<file path="src/rtl/seg_scan_driver.sv">
// Time-multiplexed 8-digit seven-segment scanner. Each digit slot is DIV cycles:
// BLANK cycles dark, then the snapshotted pattern driven onto the shared bus.
module seg_scan_driver #(
    parameter int DIV        = 16,
    parameter int BLANK      = 1,
    parameter bit ACTIVE_LOW = 1'b0
) (
    input  logic       clock_i,
    input  logic       reset_i,
    input  logic       enable_i,
    input  logic [7:0] disp_0_i,
    input  logic [7:0] disp_1_i,
    input  logic [7:0] disp_2_i,
    input  logic [7:0] disp_3_i,
    input  logic [7:0] disp_4_i,
    input  logic [7:0] disp_5_i,
    input  logic [7:0] disp_6_i,
    input  logic [7:0] disp_7_i,
    input  logic       page_i,
    output logic [7:0] seg_out_o,
    output logic [7:0] dig_en_o,
    output logic       page_q_o,
    output logic       frame_tick_o
);

    typedef enum logic [1:0] {S_IDLE, S_BLANK, S_DRIVE} state_t;

    // XOR mask: off level and polarity inversion are the same constant
    localparam logic [7:0]  OFF        = ACTIVE_LOW ? 8'hFF : 8'h00;
    localparam logic [15:0] BLANK_LAST = 16'(BLANK - 1);
    localparam logic [15:0] DIV_LAST   = 16'(DIV - 1);

    state_t          state_q;
    logic [15:0]     cnt_q;
    logic [2:0]      idx_q;
    logic [7:0][7:0] snap_q;
    logic            pg_q;
    logic [7:0]      seg_q;
    logic [7:0]      dig_q;
    logic            tick_q;

    logic [7:0][7:0] disp_d;
    logic [15:0]     cnt_d;
    logic [7:0]      onehot_d;

    assign disp_d   = {disp_7_i, disp_6_i, disp_5_i, disp_4_i,
                       disp_3_i, disp_2_i, disp_1_i, disp_0_i};
    assign cnt_d    = cnt_q + 16'd1;
    assign onehot_d = 8'(8'd1 << idx_q);

    always_ff @(posedge clock_i) begin
        if (reset_i) begin
            state_q <= S_IDLE;
            cnt_q   <= '0;
            idx_q   <= '0;
            snap_q  <= '0;
            pg_q    <= 1'b0;
            seg_q   <= OFF;
            dig_q   <= OFF;
            tick_q  <= 1'b0;
        end else if (!enable_i) begin
            // snapshot and page are kept; only the scan position is cleared
            state_q <= S_IDLE;
            cnt_q   <= '0;
            idx_q   <= '0;
            seg_q   <= OFF;
            dig_q   <= OFF;
            tick_q  <= 1'b0;
        end else begin
            case (state_q)
                S_IDLE: begin
                    state_q <= S_BLANK;
                    cnt_q   <= '0;
                    idx_q   <= '0;
                    snap_q  <= disp_d;
                    pg_q    <= page_i;
                    seg_q   <= OFF;
                    dig_q   <= OFF;
                    tick_q  <= 1'b1;
                end
                S_BLANK: begin
                    tick_q <= 1'b0;
                    cnt_q  <= cnt_d;
                    if (cnt_q == BLANK_LAST) begin
                        state_q <= S_DRIVE;
                        seg_q   <= snap_q[idx_q] ^ OFF;
                        dig_q   <= onehot_d ^ OFF;
                    end
                end
                S_DRIVE: begin
                    if (cnt_q == DIV_LAST) begin
                        state_q <= S_BLANK;
                        cnt_q   <= '0;
                        idx_q   <= idx_q + 3'd1;
                        seg_q   <= OFF;
                        dig_q   <= OFF;
                        // leaving digit 7 starts a new frame with fresh data
                        if (idx_q == 3'd7) begin
                            snap_q <= disp_d;
                            pg_q   <= page_i;
                            tick_q <= 1'b1;
                        end
                    end else begin
                        cnt_q <= cnt_d;
                    end
                end
                default: begin
                    state_q <= S_IDLE;
                    cnt_q   <= '0;
                    idx_q   <= '0;
                    seg_q   <= OFF;
                    dig_q   <= OFF;
                    tick_q  <= 1'b0;
                end
            endcase
        end
    end

    assign seg_out_o    = seg_q;
    assign dig_en_o     = dig_q;
    assign page_q_o     = pg_q;
    assign frame_tick_o = tick_q;

endmodule

</file>
<file path="config.mk">
export PLATFORM = sky130hd
export DESIGN_NAME = seg_scan_driver
export DESIGN_NICKNAME = d
export VERILOG_FILES = /design/src/rtl/seg_scan_driver.sv
export SDC_FILE = /design/constraint.sdc
export NUM_CORES = 1
export LEC_CHECK = 0
export CELL_PAD_IN_SITES_DETAIL_PLACEMENT = 1
export CELL_PAD_IN_SITES_GLOBAL_PLACEMENT = 2
export CORE_ASPECT_RATIO = 1.2
export CORE_UTILIZATION = 29
export CTS_CLUSTER_DIAMETER = 40
export DETAILED_ROUTE_END_ITERATION = 10
export GPL_TIMING_DRIVEN = 0
export PLACE_DENSITY_LB_ADDON = 0.1
export SLEW_MARGIN = 25
export SYNTH_ARGS = -nofsm -noshare
export SYNTH_HDL_FRONTEND = slang
export SYNTH_SLANG_ARGS = --single-unit
</file>
<file path="constraint.sdc">
create_clock -name clock_i -period 2.1 [get_ports clock_i]
set_input_delay 0.42 -clock clock_i [delete_from_list [all_inputs] [get_ports clock_i]]
set_output_delay 0.42 -clock clock_i [all_outputs]
set_load 0.05 [all_outputs]
</file>
==> impl_metrics.tcl <==
set metrics [dict create \
    grt.total_usage 0.1887 \
    ys_ff_latch 103 \
    r2r_slack_ns 0.004 \
    cts.sinks 103 \
    ios 86 \
    leakage_nw 2.209 \
    ant_nets 0 \
    min_from "cnt_q[0]$_SDFF_PP0_" \
    die_y_um 140.5 \
    synth.top_cell.area_share 0.4446 \
    hold_class "register to register" \
    finalWeightedCongestion 0.7980 \
    first_pass_iters 4 \
    avgRoutedWirePerCell_um 18.43 \
    syn_nets 581 \
    io_buffers 85 \
    drc 0 \
    pre_cts_ws_ns -0.7898 \
    setup_viol 0 \
    seq_area_frac_synth 0.4446 \
    syn_inst 501 \
    finalCriticalPeriod_ns 2.096 \
    hold_viol 0 \
    worst_slack_ns 0.003549 \
    placedInstanceArea_um2 5749 \
    antenna_found_initial 0 \
    synth-edff-count 0 \
    cts-root-buf "clkbuf_16" \
    grt_max_degree 17 \
    cellPowerDensity_nw_per_um2 659.8 \
    viasPerCell 5.125 \
    cts_made_buffers 9 \
    ys.flop_type "dfxtp_1" \
    vdd_drop_max_uv 350.1 \
    cts_tree "built" \
    grt_pass1_wl_mm 23.56 \
    yosys.cell_count.top_type "dfxtp_1" \
    clockBufferDepth 2 \
    num_antenna_cells 0 \
    hold_path_end "cnt_q[0]$_SDFF_PP0_" \
    dieArea_um2 16510 \
    maxSlewHeadroom 0.4583 \
    ys_types 38 \
    row_count 50 \
    crit_type "register to register" \
    start_util 0.2966 \
    synthTopCellsByArea "dfxtp_1, mux4_2, nand3_1, a21oi_1, o21ai_0" \
    overflow 0 \
    maxCapViolCount 0 \
    cp-end-kind "register" \
    vias 4218 \
    die_width_um 117.4 \
    yosys.area.top_type "dfxtp_1" \
    whs_path_depth 1 \
    critPathMaxFanout 8 \
    drv_slew 0 \
    fin_crit_sh 0.9983 \
    fin_nets 690 \
    insertion_delay_ns 0.36 \
    crit_arrival_ns 2.32 \
    yosys-top-cells-count "dfxtp_1, nand3_1, a21oi_1, o21ai_0, clkbuf_1" \
    h-tree-depth 3 \
    crit_required_ns 2.32 \
    wl_mm 15.16 \
    clock_skew_ns 0.008320 \
    utilization 0.4154 \
    yosysWarnings 0 \
    ctsHoldBuffers 0 \
    worstMarginPinSlew_ns 0.8126 \
    reg2reg_to "snap_q[30]$_SDFFE_PP0P_" \
    startpoint_type "register" \
    area_delta_synth_final_pct 40.06 \
    r2r_start "cnt_q[5]$_SDFF_PP0_" \
    drtIter0Drc 141 \
    synth_area_per_cell_um2 9.258 \
    rsz0062_at_grt "yes" \
    max_freq_ghz 0.4770 \
    hpwlAfterDp_mm 11.01 \
    layout-drive-gt1-share 0.2309 \
    grt_pass1_vias 4362 \
    outcome "finished, final reports clean" \
    cts.clk_slew.worst_paths_ns 0.07 \
    finalInstanceArea_um2 6496 \
    synth_area_um2 4638 \
    core_um2 15640 \
    async_flop_share 0 \
    worst-r2r-cell-count 5 \
]
-- routing by layer --
layer  GRT usage  up-vias  share of wire  wire (um)
met3     0.02809       30          0.024        371
li1            -     2061              -          -
met4      0.1005        0          0.034        516
met2      0.3407       81           0.52       7845
met1      0.2138     2046           0.42       6430
met5           0        -              0          0
-- cell families after synthesis --
family,synth area share
mux,0.09496
fa+ha+maj,0.03237
flops,0.4446
compound gates,0.1934
simple gates,0.1484
buf+inv,0.05989
xor+xnor,0.02644
-- worst max-delay path by stage --
stage	start	to	depth (start not counted)
2_1_floorplan	state_q[0]$_SDFFE_PP0P_	seg_out_o[0]$_SDFFE_PP0P_	7
3_3_place_gp	state_q[0]$_SDFFE_PP0P_	snap_q[0]$_SDFFE_PP0P_	9
3_5_place_dp	state_q[0]$_SDFFE_PP0P_	snap_q[0]$_SDFFE_PP0P_	9
4_1_cts	cnt_q[5]$_SDFF_PP0_	snap_q[15]$_SDFFE_PP0P_	6
5_1_grt	cnt_q[5]$_SDFF_PP0_	snap_q[11]$_SDFFE_PP0P_	6
6_report	cnt_q[5]$_SDFF_PP0_	snap_q[30]$_SDFFE_PP0P_	5
-- layout make-up --
| type | instances | area, um^2 |
|---|---|---|
| Timing Repair Buffer | 99 | 953.4 |
| Multi-Input combinational cell | 338 | 2534 |
| Buffer | 46 | 351.6 |
| Inverter | 13 | 48.80 |
| Sequential cell | 103 | 2072 |
| Clock inverter | 5 | 33.78 |
| Clock buffer | 11 | 242.7 |
| Tap cell | 208 | 260.3 |
| Fill cell | 1780 | 9144 |
-- report_power, final --
group / total, mW / switching [mW] / leakage (nW) / internal [mW]
clock network: 1.61 / 0.775 / 0.132 / 0.836
registers: 2.10 / 0.0624 / 0.844 / 2.04
logic: 0.572 / 0.288 / 1.23 / 0.284
-- through the flow --
stage	TNS (ns)	hold WS (ns)	total power [mW]	std cells
finish	0	0.4601	4.286	823
global route	-1.461	0.4794	4.475	823
CTS	-0.002484	0.4691	4.294	819
detailed placement	-51.81	0.4479	2.648	794
global placement	-45.78	0.4445	2.633	794
floorplan	0	0.4409	2.385	501
-- registers in the layout, summed over array words and instances, names as in the netlist --
signal,count
idx_q,3
state_q,2
dig_en_o,8
frame_tick_o,1
page_q_o,1
seg_out_o,8
cnt_q,16
snap_q,64
-- placed cells by master, fill, tap and decap left out, types with 4 or more instances in the layout --
cell             instances
nor3_1                   6
dfxtp_1                 97
inv_1                   12
buf_8                    5
o21ai_2                 33
o2bb2ai_1               16
nor2_1                  22
buf_6                   11
buf_2                    5
clkbuf_2                10
clkdlybuf4s50_1         85
clkbuf_4                 4
o21ai_0                 13
clkbuf_1                11
clkbuf_16                9
mux4_2                  16
dfxtp_2                  5
xnor2_1                 13
a21oi_1                 65
nor4_1                   4
nand4_1                  8
nand2_1                  6
ha_1                     6
o21ai_1                 21
buf_4                   15
mux2i_1                  8
nand3_1                 70
-- worst max-delay path, cell delays in order (launching register included) --
cell	delay (ns)
dfxtp_2	0.34
or4_4	0.58
o41a_1	0.49
buf_6	0.18
o21ai_0	0.26
a21oi_1	0.11
-- timing repair --
| item | CTS | global route |
|---|---|---|
| pin swaps | 9 | 1 |
| gates resized for setup | 98 | 68 |
| buffers inserted | 9 | 4 |
| cloned | 1 | 0 |
| setup endpoints to repair | 101 | 90 |
No activity file was read; power rests on OpenSTA's default activity.
